**src/rtl/core_pkg.sv**
```systemverilog
// Shared definitions for the MEM stage load/store unit: funct3 codes, FSM encoding, size helpers.
package core_pkg;

  localparam logic [2:0] F3_B  = 3'b000;
  localparam logic [2:0] F3_H  = 3'b001;
  localparam logic [2:0] F3_W  = 3'b010;
  localparam logic [2:0] F3_D  = 3'b011;
  localparam logic [2:0] F3_BU = 3'b100;
  localparam logic [2:0] F3_HU = 3'b101;
  localparam logic [2:0] F3_WU = 3'b110;

  typedef enum logic [1:0] {
    ST_IDLE = 2'd0,
    ST_REQ  = 2'd1,
    ST_DONE = 2'd2
  } lsu_state_e;

  // funct3[1:0] encodes log2 of the access size in bytes
  function automatic logic [7:0] size_mask(input logic [1:0] sz);
    case (sz)
      2'b00:   return 8'h01;
      2'b01:   return 8'h03;
      2'b10:   return 8'h0F;
      default: return 8'hFF;
    endcase
  endfunction

  function automatic logic [3:0] size_bytes(input logic [1:0] sz);
    return 4'd1 << sz;
  endfunction

endpackage

```
**src/rtl/mem_stage_lsu_if.sv**
```systemverilog
// Data-memory request/acknowledge bus; the LSU is the master, the memory the slave.
interface mem_stage_lsu_if #(
  parameter int XLEN = 64
) ();
  logic              req;
  logic              we;
  logic [XLEN-1:0]   addr;
  logic [XLEN/8-1:0] be;
  logic [XLEN-1:0]   wdata;
  logic              ack;
  logic [XLEN-1:0]   rdata;

  modport master (output req, we, addr, be, wdata, input ack, rdata);
  modport slave  (input req, we, addr, be, wdata, output ack, rdata);
endinterface

```
**src/rtl/lsu_align.sv**
```systemverilog
// Combinational lane alignment: byte enables, store-data shift, load extract and sign/zero extend.
module lsu_align
  import core_pkg::*;
#(
  parameter int XLEN = 64
) (
  input  logic [2:0]                  funct3,
  input  logic [$clog2(XLEN/8)-1:0]   offset,
  input  logic [XLEN-1:0]             sr2,
  input  logic [XLEN-1:0]             rdata,
  output logic [XLEN/8-1:0]           be,
  output logic [XLEN-1:0]             wdata,
  output logic [XLEN-1:0]             ld_data
);
  localparam int NB    = XLEN / 8;
  localparam int OFF_W = $clog2(NB);

  logic [OFF_W+2:0] bit_off;
  logic [XLEN-1:0]  sh;

  assign bit_off = {offset, 3'b000};
  assign be      = NB'(size_mask(funct3[1:0])) << offset;
  assign wdata   = sr2 << bit_off;
  assign sh      = rdata >> bit_off;

  always_comb begin
    ld_data = sh;
    case (funct3)
      F3_B:    ld_data = XLEN'($signed(sh[7:0]));
      F3_H:    ld_data = XLEN'($signed(sh[15:0]));
      F3_W:    ld_data = XLEN'($signed(sh[31:0]));
      F3_BU:   ld_data = XLEN'(sh[7:0]);
      F3_HU:   ld_data = XLEN'(sh[15:0]);
      F3_WU:   ld_data = XLEN'(sh[31:0]);
      default: ld_data = sh;
    endcase
  end
endmodule

```
**src/rtl/mem_stage_lsu.sv**
```systemverilog
// MEM->WB stage with load/store unit; memory ops take >=3 cycles (IDLE, REQ, DONE) with MEM_STALL held meanwhile.
// WB_STALL freezes all WB_* outputs; faults skip the bus request and retire straight from DONE.
module mem_stage_lsu
  import core_pkg::*;
#(
  parameter int          XLEN     = 64,
  parameter int          REGID_W  = 5,
  parameter logic [63:0] MEM_BASE = 64'h0000_0000_8000_0000,
  parameter logic [63:0] MEM_SIZE = 64'h0000_0000_0001_0000,
  parameter int          TIMEOUT  = 16
) (
  input  logic               CLK,
  input  logic               RESET,
  input  logic               MEM_V,
  input  logic               MEM_LD,
  input  logic               MEM_ST,
  input  logic [2:0]         MEM_FUNCT3,
  input  logic [XLEN-1:0]    MEM_ALU_RESULT,
  input  logic [XLEN-1:0]    MEM_SR2,
  input  logic [XLEN-1:0]    MEM_NPC,
  input  logic [XLEN-1:0]    MEM_CSRFD,
  input  logic               MEM_RFD,
  input  logic [REGID_W-1:0] MEM_DRID,
  input  logic               MEM_ECALL,
  input  logic               WB_STALL,
  output logic               MEM_STALL,
  mem_stage_lsu_if.master    dmem,
  output logic               WB_V,
  output logic               WB_RFD,
  output logic               WB_ECALL,
  output logic [XLEN-1:0]    WB_NPC,
  output logic [XLEN-1:0]    WB_CSRFD,
  output logic [XLEN-1:0]    WB_ALU_RESULT,
  output logic [XLEN-1:0]    WB_MEM_RESULT,
  output logic [REGID_W-1:0] WB_DRID,
  output logic               WB_LAM,
  output logic               WB_LAF,
  output logic               WB_SAM,
  output logic               WB_SAF
);
  localparam int NB    = XLEN / 8;
  localparam int OFF_W = $clog2(NB);
  localparam int CNT_W = $clog2(TIMEOUT);
  localparam logic [XLEN:0] BASE_X  = {1'b0, MEM_BASE[XLEN-1:0]};
  localparam logic [XLEN:0] LIMIT_X = BASE_X + {1'b0, MEM_SIZE[XLEN-1:0]};

  lsu_state_e state, state_nx;

  logic               a_ld, a_rfd, a_ecall, am_q, af_q;
  logic [2:0]         a_f3;
  logic [XLEN-1:0]    a_addr, a_sr2, a_npc, a_csrfd, rdata_q, ld_data;
  logic [REGID_W-1:0] a_drid;
  logic [CNT_W-1:0]   cnt;
  logic [NB-1:0]      be_w;
  logic [XLEN-1:0]    wdata_w;
  logic               is_mem, misal, oor, timeout, exc;
  logic [XLEN:0]      addr_x, end_x;

  assign is_mem  = MEM_V && (MEM_LD || MEM_ST);
  assign addr_x  = {1'b0, MEM_ALU_RESULT};
  assign end_x   = addr_x + (XLEN+1)'(size_bytes(MEM_FUNCT3[1:0]));
  assign oor     = (addr_x < BASE_X) || (end_x > LIMIT_X);
  assign timeout = (state == ST_REQ) && !dmem.ack && (cnt == CNT_W'(TIMEOUT - 1));
  assign exc     = am_q || af_q;

  // funct3=111 has no legal size, so it falls into the misaligned bucket with D on RV32
  always_comb begin
    misal = 1'b0;
    case (MEM_FUNCT3[1:0])
      2'b00: misal = 1'b0;
      2'b01: misal = MEM_ALU_RESULT[0];
      2'b10: misal = |MEM_ALU_RESULT[1:0];
      2'b11: misal = (XLEN == 32) || MEM_FUNCT3[2] || (|MEM_ALU_RESULT[2:0]);
    endcase
  end

  lsu_align #(.XLEN(XLEN)) u_align (
    .funct3  (a_f3),
    .offset  (a_addr[OFF_W-1:0]),
    .sr2     (a_sr2),
    .rdata   (rdata_q),
    .be      (be_w),
    .wdata   (wdata_w),
    .ld_data (ld_data)
  );

  assign dmem.req   = (state == ST_REQ);
  assign dmem.we    = !a_ld;
  assign dmem.addr  = {a_addr[XLEN-1:OFF_W], OFF_W'(0)};
  assign dmem.be    = be_w;
  assign dmem.wdata = wdata_w;

  always_ff @(posedge CLK or posedge RESET) begin
    if (RESET) state <= ST_IDLE;
    else       state <= state_nx;
  end

  always_comb begin
    state_nx  = state;
    MEM_STALL = 1'b0;
    case (state)
      ST_IDLE: if (is_mem) begin
        MEM_STALL = 1'b1;
        state_nx  = (misal || oor) ? ST_DONE : ST_REQ;
      end
      ST_REQ: begin
        MEM_STALL = 1'b1;
        if (dmem.ack || timeout) state_nx = ST_DONE;
      end
      ST_DONE: begin
        MEM_STALL = WB_STALL;
        if (!WB_STALL) state_nx = ST_IDLE;
      end
      default: state_nx = ST_IDLE;
    endcase
  end

  always_ff @(posedge CLK or posedge RESET) begin
    if (RESET) begin
      {a_ld, a_rfd, a_ecall, am_q, af_q} <= '0;
      {a_f3, a_addr, a_sr2, a_npc, a_csrfd, rdata_q, a_drid, cnt} <= '0;
      {WB_V, WB_RFD, WB_ECALL, WB_LAM, WB_LAF, WB_SAM, WB_SAF} <= '0;
      {WB_NPC, WB_CSRFD, WB_ALU_RESULT, WB_MEM_RESULT, WB_DRID} <= '0;
    end else begin
      case (state)
        ST_IDLE: begin
          if (is_mem) begin
            a_ld    <= MEM_LD;
            a_f3    <= MEM_FUNCT3;
            a_addr  <= MEM_ALU_RESULT;
            a_sr2   <= MEM_SR2;
            a_npc   <= MEM_NPC;
            a_csrfd <= MEM_CSRFD;
            a_rfd   <= MEM_RFD;
            a_drid  <= MEM_DRID;
            a_ecall <= MEM_ECALL;
            am_q    <= misal;
            af_q    <= !misal && oor;
            cnt     <= '0;
            if (!WB_STALL) WB_V <= 1'b0;
          end else if (!WB_STALL) begin
            WB_V          <= MEM_V;
            WB_RFD        <= MEM_RFD;
            WB_ECALL      <= MEM_ECALL;
            WB_NPC        <= MEM_NPC;
            WB_CSRFD      <= MEM_CSRFD;
            WB_ALU_RESULT <= MEM_ALU_RESULT;
            WB_DRID       <= MEM_DRID;
            WB_MEM_RESULT <= '0;
            {WB_LAM, WB_LAF, WB_SAM, WB_SAF} <= '0;
          end
        end
        ST_REQ: begin
          cnt <= cnt + CNT_W'(1);
          if (dmem.ack) rdata_q <= dmem.rdata;
          if (timeout)  af_q    <= 1'b1;
          if (!WB_STALL) WB_V <= 1'b0;
        end
        ST_DONE: if (!WB_STALL) begin
          WB_V          <= 1'b1;
          WB_RFD        <= a_rfd && a_ld && !exc;
          WB_ECALL      <= a_ecall;
          WB_NPC        <= a_npc;
          WB_CSRFD      <= a_csrfd;
          WB_ALU_RESULT <= a_addr;
          WB_DRID       <= a_drid;
          WB_MEM_RESULT <= (a_ld && !exc) ? ld_data : '0;
          WB_LAM        <= a_ld && am_q;
          WB_LAF        <= a_ld && af_q;
          WB_SAM        <= !a_ld && am_q;
          WB_SAF        <= !a_ld && af_q;
          cnt           <= '0;
        end
        default: ;
      endcase
    end
  end
endmodule
```
**src/flat_wrapper.sv**
```systemverilog
// flat-port wrapper written by rule: the top's interface ports become plain ports
module mem_stage_lsu_flat import core_pkg::*;
#(
  parameter int          XLEN     = 64,
  parameter int          REGID_W  = 5,
  parameter logic [63:0] MEM_BASE = 64'h0000_0000_8000_0000,
  parameter logic [63:0] MEM_SIZE = 64'h0000_0000_0001_0000,
  parameter int          TIMEOUT  = 16
)
  (CLK, RESET, MEM_V, MEM_LD, MEM_ST, MEM_FUNCT3, MEM_ALU_RESULT, MEM_SR2, MEM_NPC, MEM_CSRFD, MEM_RFD, MEM_DRID, MEM_ECALL, WB_STALL, MEM_STALL, WB_V, WB_RFD, WB_ECALL, WB_NPC, WB_CSRFD, WB_ALU_RESULT, WB_MEM_RESULT, WB_DRID, WB_LAM, WB_LAF, WB_SAM, WB_SAF, dmem_req, dmem_we, dmem_addr, dmem_be, dmem_wdata, dmem_ack, dmem_rdata);
  mem_stage_lsu_if #(.XLEN(XLEN)) dmem_i ();
  input  logic CLK;
  input  logic RESET;
  input  logic MEM_V;
  input  logic MEM_LD;
  input  logic MEM_ST;
  input  logic [2:0] MEM_FUNCT3;
  input  logic [XLEN-1:0] MEM_ALU_RESULT;
  input  logic [XLEN-1:0] MEM_SR2;
  input  logic [XLEN-1:0] MEM_NPC;
  input  logic [XLEN-1:0] MEM_CSRFD;
  input  logic MEM_RFD;
  input  logic [REGID_W-1:0] MEM_DRID;
  input  logic MEM_ECALL;
  input  logic WB_STALL;
  output logic MEM_STALL;
  output logic WB_V;
  output logic WB_RFD;
  output logic WB_ECALL;
  output logic [XLEN-1:0] WB_NPC;
  output logic [XLEN-1:0] WB_CSRFD;
  output logic [XLEN-1:0] WB_ALU_RESULT;
  output logic [XLEN-1:0] WB_MEM_RESULT;
  output logic [REGID_W-1:0] WB_DRID;
  output logic WB_LAM;
  output logic WB_LAF;
  output logic WB_SAM;
  output logic WB_SAF;
  output wire logic [$bits(dmem_i.req)-1:0] dmem_req;
  output wire logic [$bits(dmem_i.we)-1:0] dmem_we;
  output wire logic [$bits(dmem_i.addr)-1:0] dmem_addr;
  output wire logic [$bits(dmem_i.be)-1:0] dmem_be;
  output wire logic [$bits(dmem_i.wdata)-1:0] dmem_wdata;
  input wire logic [$bits(dmem_i.ack)-1:0] dmem_ack;
  input wire logic [$bits(dmem_i.rdata)-1:0] dmem_rdata;
  assign dmem_req = dmem_i.req;
  assign dmem_we = dmem_i.we;
  assign dmem_addr = dmem_i.addr;
  assign dmem_be = dmem_i.be;
  assign dmem_wdata = dmem_i.wdata;
  assign dmem_i.ack = dmem_ack;
  assign dmem_i.rdata = dmem_rdata;
  mem_stage_lsu #(.XLEN(XLEN), .REGID_W(REGID_W), .MEM_BASE(MEM_BASE), .MEM_SIZE(MEM_SIZE), .TIMEOUT(TIMEOUT)) u_core (.CLK(CLK), .RESET(RESET), .MEM_V(MEM_V), .MEM_LD(MEM_LD), .MEM_ST(MEM_ST), .MEM_FUNCT3(MEM_FUNCT3), .MEM_ALU_RESULT(MEM_ALU_RESULT), .MEM_SR2(MEM_SR2), .MEM_NPC(MEM_NPC), .MEM_CSRFD(MEM_CSRFD), .MEM_RFD(MEM_RFD), .MEM_DRID(MEM_DRID), .MEM_ECALL(MEM_ECALL), .WB_STALL(WB_STALL), .MEM_STALL(MEM_STALL), .dmem(dmem_i), .WB_V(WB_V), .WB_RFD(WB_RFD), .WB_ECALL(WB_ECALL), .WB_NPC(WB_NPC), .WB_CSRFD(WB_CSRFD), .WB_ALU_RESULT(WB_ALU_RESULT), .WB_MEM_RESULT(WB_MEM_RESULT), .WB_DRID(WB_DRID), .WB_LAM(WB_LAM), .WB_LAF(WB_LAF), .WB_SAM(WB_SAM), .WB_SAF(WB_SAF));
endmodule
```
**config.mk**
```make
export PLATFORM = sky130hd
export DESIGN_NAME = mem_stage_lsu_flat
export DESIGN_NICKNAME = d
export VERILOG_FILES = /design/src/rtl/core_pkg.sv /design/src/rtl/mem_stage_lsu_if.sv /design/src/rtl/lsu_align.sv /design/src/rtl/mem_stage_lsu.sv /design/src/flat_wrapper.sv
export SDC_FILE = /design/constraint.sdc
export NUM_CORES = 2
export LEC_CHECK = 0
export ABC_AREA = 0
export BUFFER_PORTS_ARGS = -buffer_cell sky130_fd_sc_hd__buf_2
export CAP_MARGIN = 30
export CORE_ASPECT_RATIO = 2
export CORE_UTILIZATION = 32
export DETAILED_ROUTE_END_ITERATION = 10
export GPL_ROUTABILITY_DRIVEN = 0
export HOLD_SLACK_MARGIN = 0.02
export PLACE_DENSITY = 0.58
export SLEW_MARGIN = 40
export SYNTH_ARGS = -nofsm -noshare
export SYNTH_HDL_FRONTEND = slang
export SYNTH_HIERARCHICAL = 1
export SYNTH_SLANG_ARGS = --single-unit
```
**constraint.sdc**
```tcl
create_clock -name CLK -period 24.3 [get_ports CLK]
set_input_delay 1.215 -clock CLK [delete_from_list [all_inputs] [get_ports CLK]]
set_output_delay 1.215 -clock CLK [all_outputs]
set_load 0.01 [all_outputs]
```
# Yosys cells after proc, flatten, opt, wreduce, memory -nomap -nowiden
# Index checks and enable logic that the tools add are counted.
# word_totals
reg_bits	607
latch_bits	0
mem_bits_rw	0
mem_bits_ro	0
input_bits	337
output_inout_bits	407
word_cells	151
memories	0
# op_classes
addsub	2
multipliers	0
n_div	0
order_cmp	2
n_eq_ne	20
n_shift	4
mux	60
n_bitwise	0
reduce_logical	37
# ops
cell	n
$mux 64	13
$pmux 64 s2	4
$pmux 64 s6	1
$add 64x4->65	1
$gt 65x32->1 const B	1
$lt 64x32->1 const B	1
$shl 64x6->64	1
$shr 64x6->64	1
$pmux 8 s3	1
$mux 1	19
$mux 5	3
$pmux 1 s2	7
$pmux 4 s3	1
$reduce_and 3->1	4
$logic_and 1x1->1	11
$pmux 5 s2	1
$eq 3x3->1 const B	3
$eq 2x2->1 const B	4
$mux 2	4
$mux 4	2
$shl 8x3->8	1
$eq 2x1->1 const B	3
$logic_not 2->1	3
$logic_or 1x1->1	6
19 further kinds	29

# Logic depth before layout (Yosys ltp)
# depth
depth_word	8
mapped_depth	13
depth_no_buf	12

# Hierarchy
# Netlist, hierarchy kept.
# modules_own_cells
module	instances	cells_per_inst	area_each_um2	seq_area_each_um2
mem_stage_lsu	1	2856	26952.1	15189.6
lsu_align	1	583	4404.2	0.0

# Worst setup path after synthesis
# No wires, ideal clock.
# synth_path
path_kind	input port to flip-flop
startpoint	input MEM_FUNCT3[0]
endpoint	register u_core.state[0]
setup_time_ps	65
arrival_time_ps	3799
required_time_ps	24235
slack_ps	20436
stages	13
n_path_buf	1
cell_sequence	nor2_1 -> ha_1 -> inv_1 -> fa_1 -> or2b_2 -> a21oi_1 -> and4_1 -> buf_2 -> and4_1 -> o22ai_1 -> nor4_2 -> and4_1 -> a31o_1
# synth_between
elab_chain_len	8
word_cells_on_any_way	13
classes_between	add/sub (1); order compare (1); eq/ne (3); shift (1); mux (4); reduce/logical (3)
# synth_rtl
element	line	rtl
from (decl)	flat_wrapper.sv:17	input logic [2:0] MEM_FUNCT3;
$shl 1x2->4	core_pkg.sv:29	return 4'd1 << sz;
$add 64x4->65	mem_stage_lsu.sv:61	assign end_x = addr_x + (XLEN+1)'(size_bytes(MEM_FUNCT3[1:0]));
$gt 65x32->1	mem_stage_lsu.sv:62	assign oor = (addr_x < BASE_X) || (end_x > LIMIT_X);
$logic_or 1x1->1	mem_stage_lsu.sv:62	
$logic_or 1x1->1 *	mem_stage_lsu.sv:104	state_nx = (misal || oor) ? ST_DONE : ST_REQ;
$mux 2 *	mem_stage_lsu.sv:104	
$mux 2 *	mem_stage_lsu.sv:102	ST_IDLE: if (is_mem) begin
$pmux 2 s3 *	mem_stage_lsu.sv:101	case (state)
to (signal assigned)	mem_stage_lsu.sv:95	else state <= state_nx;
to (decl)	mem_stage_lsu.sv:47	lsu_state_e state, state_nx;
# Every way passes the cells marked *; elsewhere a longest branch is shown, timed or not. The select of a mux whose other input is x is not followed.
# A chain may end at the register's enable or synchronous reset.

# Worst setup path in the final report
# layout_path
startpoint	register u_core.a_addr[1]
endpoint	output dmem_wdata[56]
# layout_between
elab_chain_len	1
# layout_rtl
element	line	rtl
from (decl)	mem_stage_lsu.sv:51	logic [XLEN-1:0] a_addr, a_sr2, a_npc, a_csrfd, rdata_q, ld_data;
from (signal assigned)	mem_stage_lsu.sv:121	{a_f3, a_addr, a_sr2, a_npc, a_csrfd, rdata_q, a_drid, cnt} <= '0;
from (signal assigned)	mem_stage_lsu.sv:130	a_addr <= MEM_ALU_RESULT;
$shl 64x6->64	lsu_align.sv:23	assign wdata = sr2 << bit_off;
to (decl)	flat_wrapper.sv:43	output wire logic [$bits(dmem_i.wdata)-1:0] dmem_wdata;
# Every way passes these cells.

==> summary.md <==
| Metric | Value |
|---|---|
| Status | finished clean |
| Root buf cell | clkbuf_16 |
| Leakage | 19.7 nW |
| Seq. cell area | 15200 sq um |
| Peak VDD IR | 0.0000735 V |
| Tot GR Track Use | 0.229 |
| Commonest non-fill, non-tap cell in the layout | nand2_1 |
| Die X | 223 um |
| Reg clk slew, reported paths | 0.08 ns |
| Number of global-route vias before repair | 26700 |
| Global-route wire length before repair | 173 mm |
| CTS tree | done |
| First DRT Iteration DRCs | 1878 |
| Final setup viols | 0 |
| Ys flop type | dfrtp_1 |
| Top post-synthesis cells by area | dfrtp_1, nand2_1, mux2i_1 |
| Worst Setup End Kind | primary output |
| CTS max path bufs | 3 |
| DRC | 0 |
| Core Util, Final | 0.387 |
| Startpoint types | register |
| CP Class | reg -> out |
| Critical path data required time | 23.08 ns |
| Placed instance area | 35400 sq um |
| Initial antenna violation count | 28 |
| Flops & latches, synth | 607 |
| Max Clk Rate | 203 MHz |
| IO Count | 744 |
| Area leader, netlist | dfrtp_1 |
| Hold buffer count at CTS | 0 |
| Worst-margin pin slew | 0.965 ns |
| Drt wl/cell | 22.3 um |
| Final non-filler cell total | 5261 |
| YS warnings | 6 |
| Via-to-Cell Ratio | 5.19 |
| Async set-reset flop share out of synthesis | 1.00 |
| CTS resizes | 0 |
| Grt total ovfl | 0 |
| Final Cell Area | 37700 sq um |
| CORE AREA | 97300 sq um |
| Area Growth Syn to Fin | 20.1% |
| Hold violation count in the final report | 0 |
| EDFF count, synth | 0 |
| Buffers on Ports | 740 |
| CP Max Fanout | 76 |
| Clock sinks | 607 |
| Mapped cell area | 31400 sq um |
| H-tree depth | 2 |
| Hpwl dp | 84.3 mm |
| Routed WL | 117 mm |
| Final setup TNS | 0 ns |
| Rows | 162 |
| Dpl cells | 5132 |
| Share of cells above drive strength 1 | 0.263 |
| DRT antenna net count | 0 |
| P per Cell Area | 128 nW/um^2 |
| Die area | 99300 sq um |
| Clock skew after layout | 0.0534 ns |
| Fin crit period | 4.92 ns |
| MaxCap Viol Count | 0 |
| Mapped Cells | 3439 |
| Yosys top cell area share | 0.484 |
| Worst skew pair latency | 0.67 ns |
| Most frequent cells in the layout | nand2_1, buf_2, dfrtp_1 |
| Yosys cell types | 82 |
| Max Slew Vio Count | 0 |
| RSZ-0062 raised after global routing | no |
| WHS Path Cells | 2 |
| Syn Area/Cell | 9.12 sq um |
| Sequential area share after synthesis | 0.484 |
| Die Ht | 445 um |
| PnR worst setup slack | 19.38 ns |
| Area of the multi-input gates | 14500 sq um |
| Largest net degree at the start of global routing | 155 |
| Setup WS pre-CTS | 19.54 ns |
| Starting Density | 0.322 |
| Postcts setup bufs | 0 |
| FILL cells | 9900 |
| Hold crit path type | reg -> reg |
| R2R cell count | 9 |
| Fin nets | 4311 |
| Slew margin rel. | 0.352 |
| DR pass1 iterations | 5 |
| Crit share post-route | 0.202 |
| Via count | 27300 |
| CP arrival | 3.70 ns |
| Total CTS buffers | 58 |
Yosys cell counts, types with 11 or more instances:
cell         n
nand3_1    101
clkbuf_1   180
nor4_1      16
o22ai_1     21
nor2_1      89
o21ai_0    258
a21oi_1     46
inv_1       13
buf_2       29
and2_1      13
buf_6       11
mux2_2      98
mux4_2      22
nand2_1   1211
nand4_1     43
dfrtp_1    607
buf_4       89
mux2i_1    330
nor3_1      20
xnor2_1     18
nor2b_1     19
and3_1      17
a211oi_1    11
path summary, 6_finish.rpt:
path	slack, ns	to	start
setup / recovery	19.38	dmem_wdata[56]	u_core/a_addr[1]
hold / removal	0.46	u_core/WB_MEM_RESULT[61]	u_core/WB_MEM_RESULT[61]
setup reg to reg	20.32	u_core/WB_MEM_RESULT[26]	u_core/a_addr[0]
hold reg to reg	0.46	u_core/WB_MEM_RESULT[61]	u_core/WB_MEM_RESULT[61]
max in group asynchronous	20.89	u_core/WB_CSRFD[50]	RESET
min in group asynchronous	0.70	u_core/WB_ALU_RESULT[15]	RESET
cell families (layout without fill, tap and decap cells):
kind of cell / after synthesis / in the layout / synth area share
XOR/XNOR: 26 / 26 / 0.00726
other: 1 / 21 / 0.000120
flip-flops: 607 / 607 / 0.484
multiplexers: 450 / 450 / 0.156
adder cells (fa/ha/maj): 10 / 10 / 0.00423
AND/OR/NAND/NOR: 1592 / 1592 / 0.214
AO/OA/AOI/OAI: 422 / 422 / 0.0787
buffers and inverters: 331 / 903 / 0.0551
area by class of cell:
cell class	instances	share of cell area
Sequential cell	607	0.404
Multi-Input combinational cell	2503	0.385
Timing Repair Buffer	780	0.110
Clock buffer	70	0.0427
Tap cell	1230	0.0409
Clock inverter	39	0.0149
Inverter	14	0.00159
Antenna cell	18	0.00120
per-layer routing:
layer,track usage,wire (um),vias up
met5,0,106,-
met4,0.141,7490,18
met3,0.0512,8380,269
met2,0.400,58400,1175
met1,0.253,42700,13200
li1,-,-,12600
registers in the layout (all words and copies together), names as in the netlist, 2 cells and up:
| register | count |
|---|---|
| u_core/a_f3 | 3 |
| u_core/state | 2 |
| u_core/a_sr2 | 64 |
| u_core/a_addr | 64 |
| u_core/WB_CSRFD | 64 |
| u_core/rdata_q | 64 |
| u_core/WB_DRID | 5 |
| u_core/a_csrfd | 64 |
| u_core/a_drid | 5 |
| u_core/WB_ALU_RESULT | 64 |
| u_core/cnt | 4 |
| u_core/WB_NPC | 64 |
| u_core/WB_MEM_RESULT | 64 |
| u_core/a_npc | 64 |
stage by stage:
| stage | hold WS (ns) | power (mW) |
|---|---|---|
| floorplan | 0.440 | 3.05 |
| global placement | 0.445 | 3.74 |
| detailed placement | 0.451 | 3.79 |
| CTS | 0.466 | 4.85 |
| global route | 0.480 | 5.11 |
| finish | 0.462 | 4.82 |
power breakdown:
group | internal [mW] | switching, mW
Clock | 0.602 | 0.437
Combinational | 0.777 | 1.27
Sequential | 1.40 | 0.333
critical path: stages, from the launching register on:
cell and delay (ns):
dfrtp_4 0.94, buf_6 0.69, mux2_2 0.40, o21ai_0 0.50, mux2i_1 0.27, buf_2 0.21
Note: power is estimated with default switching activity, not from simulation.
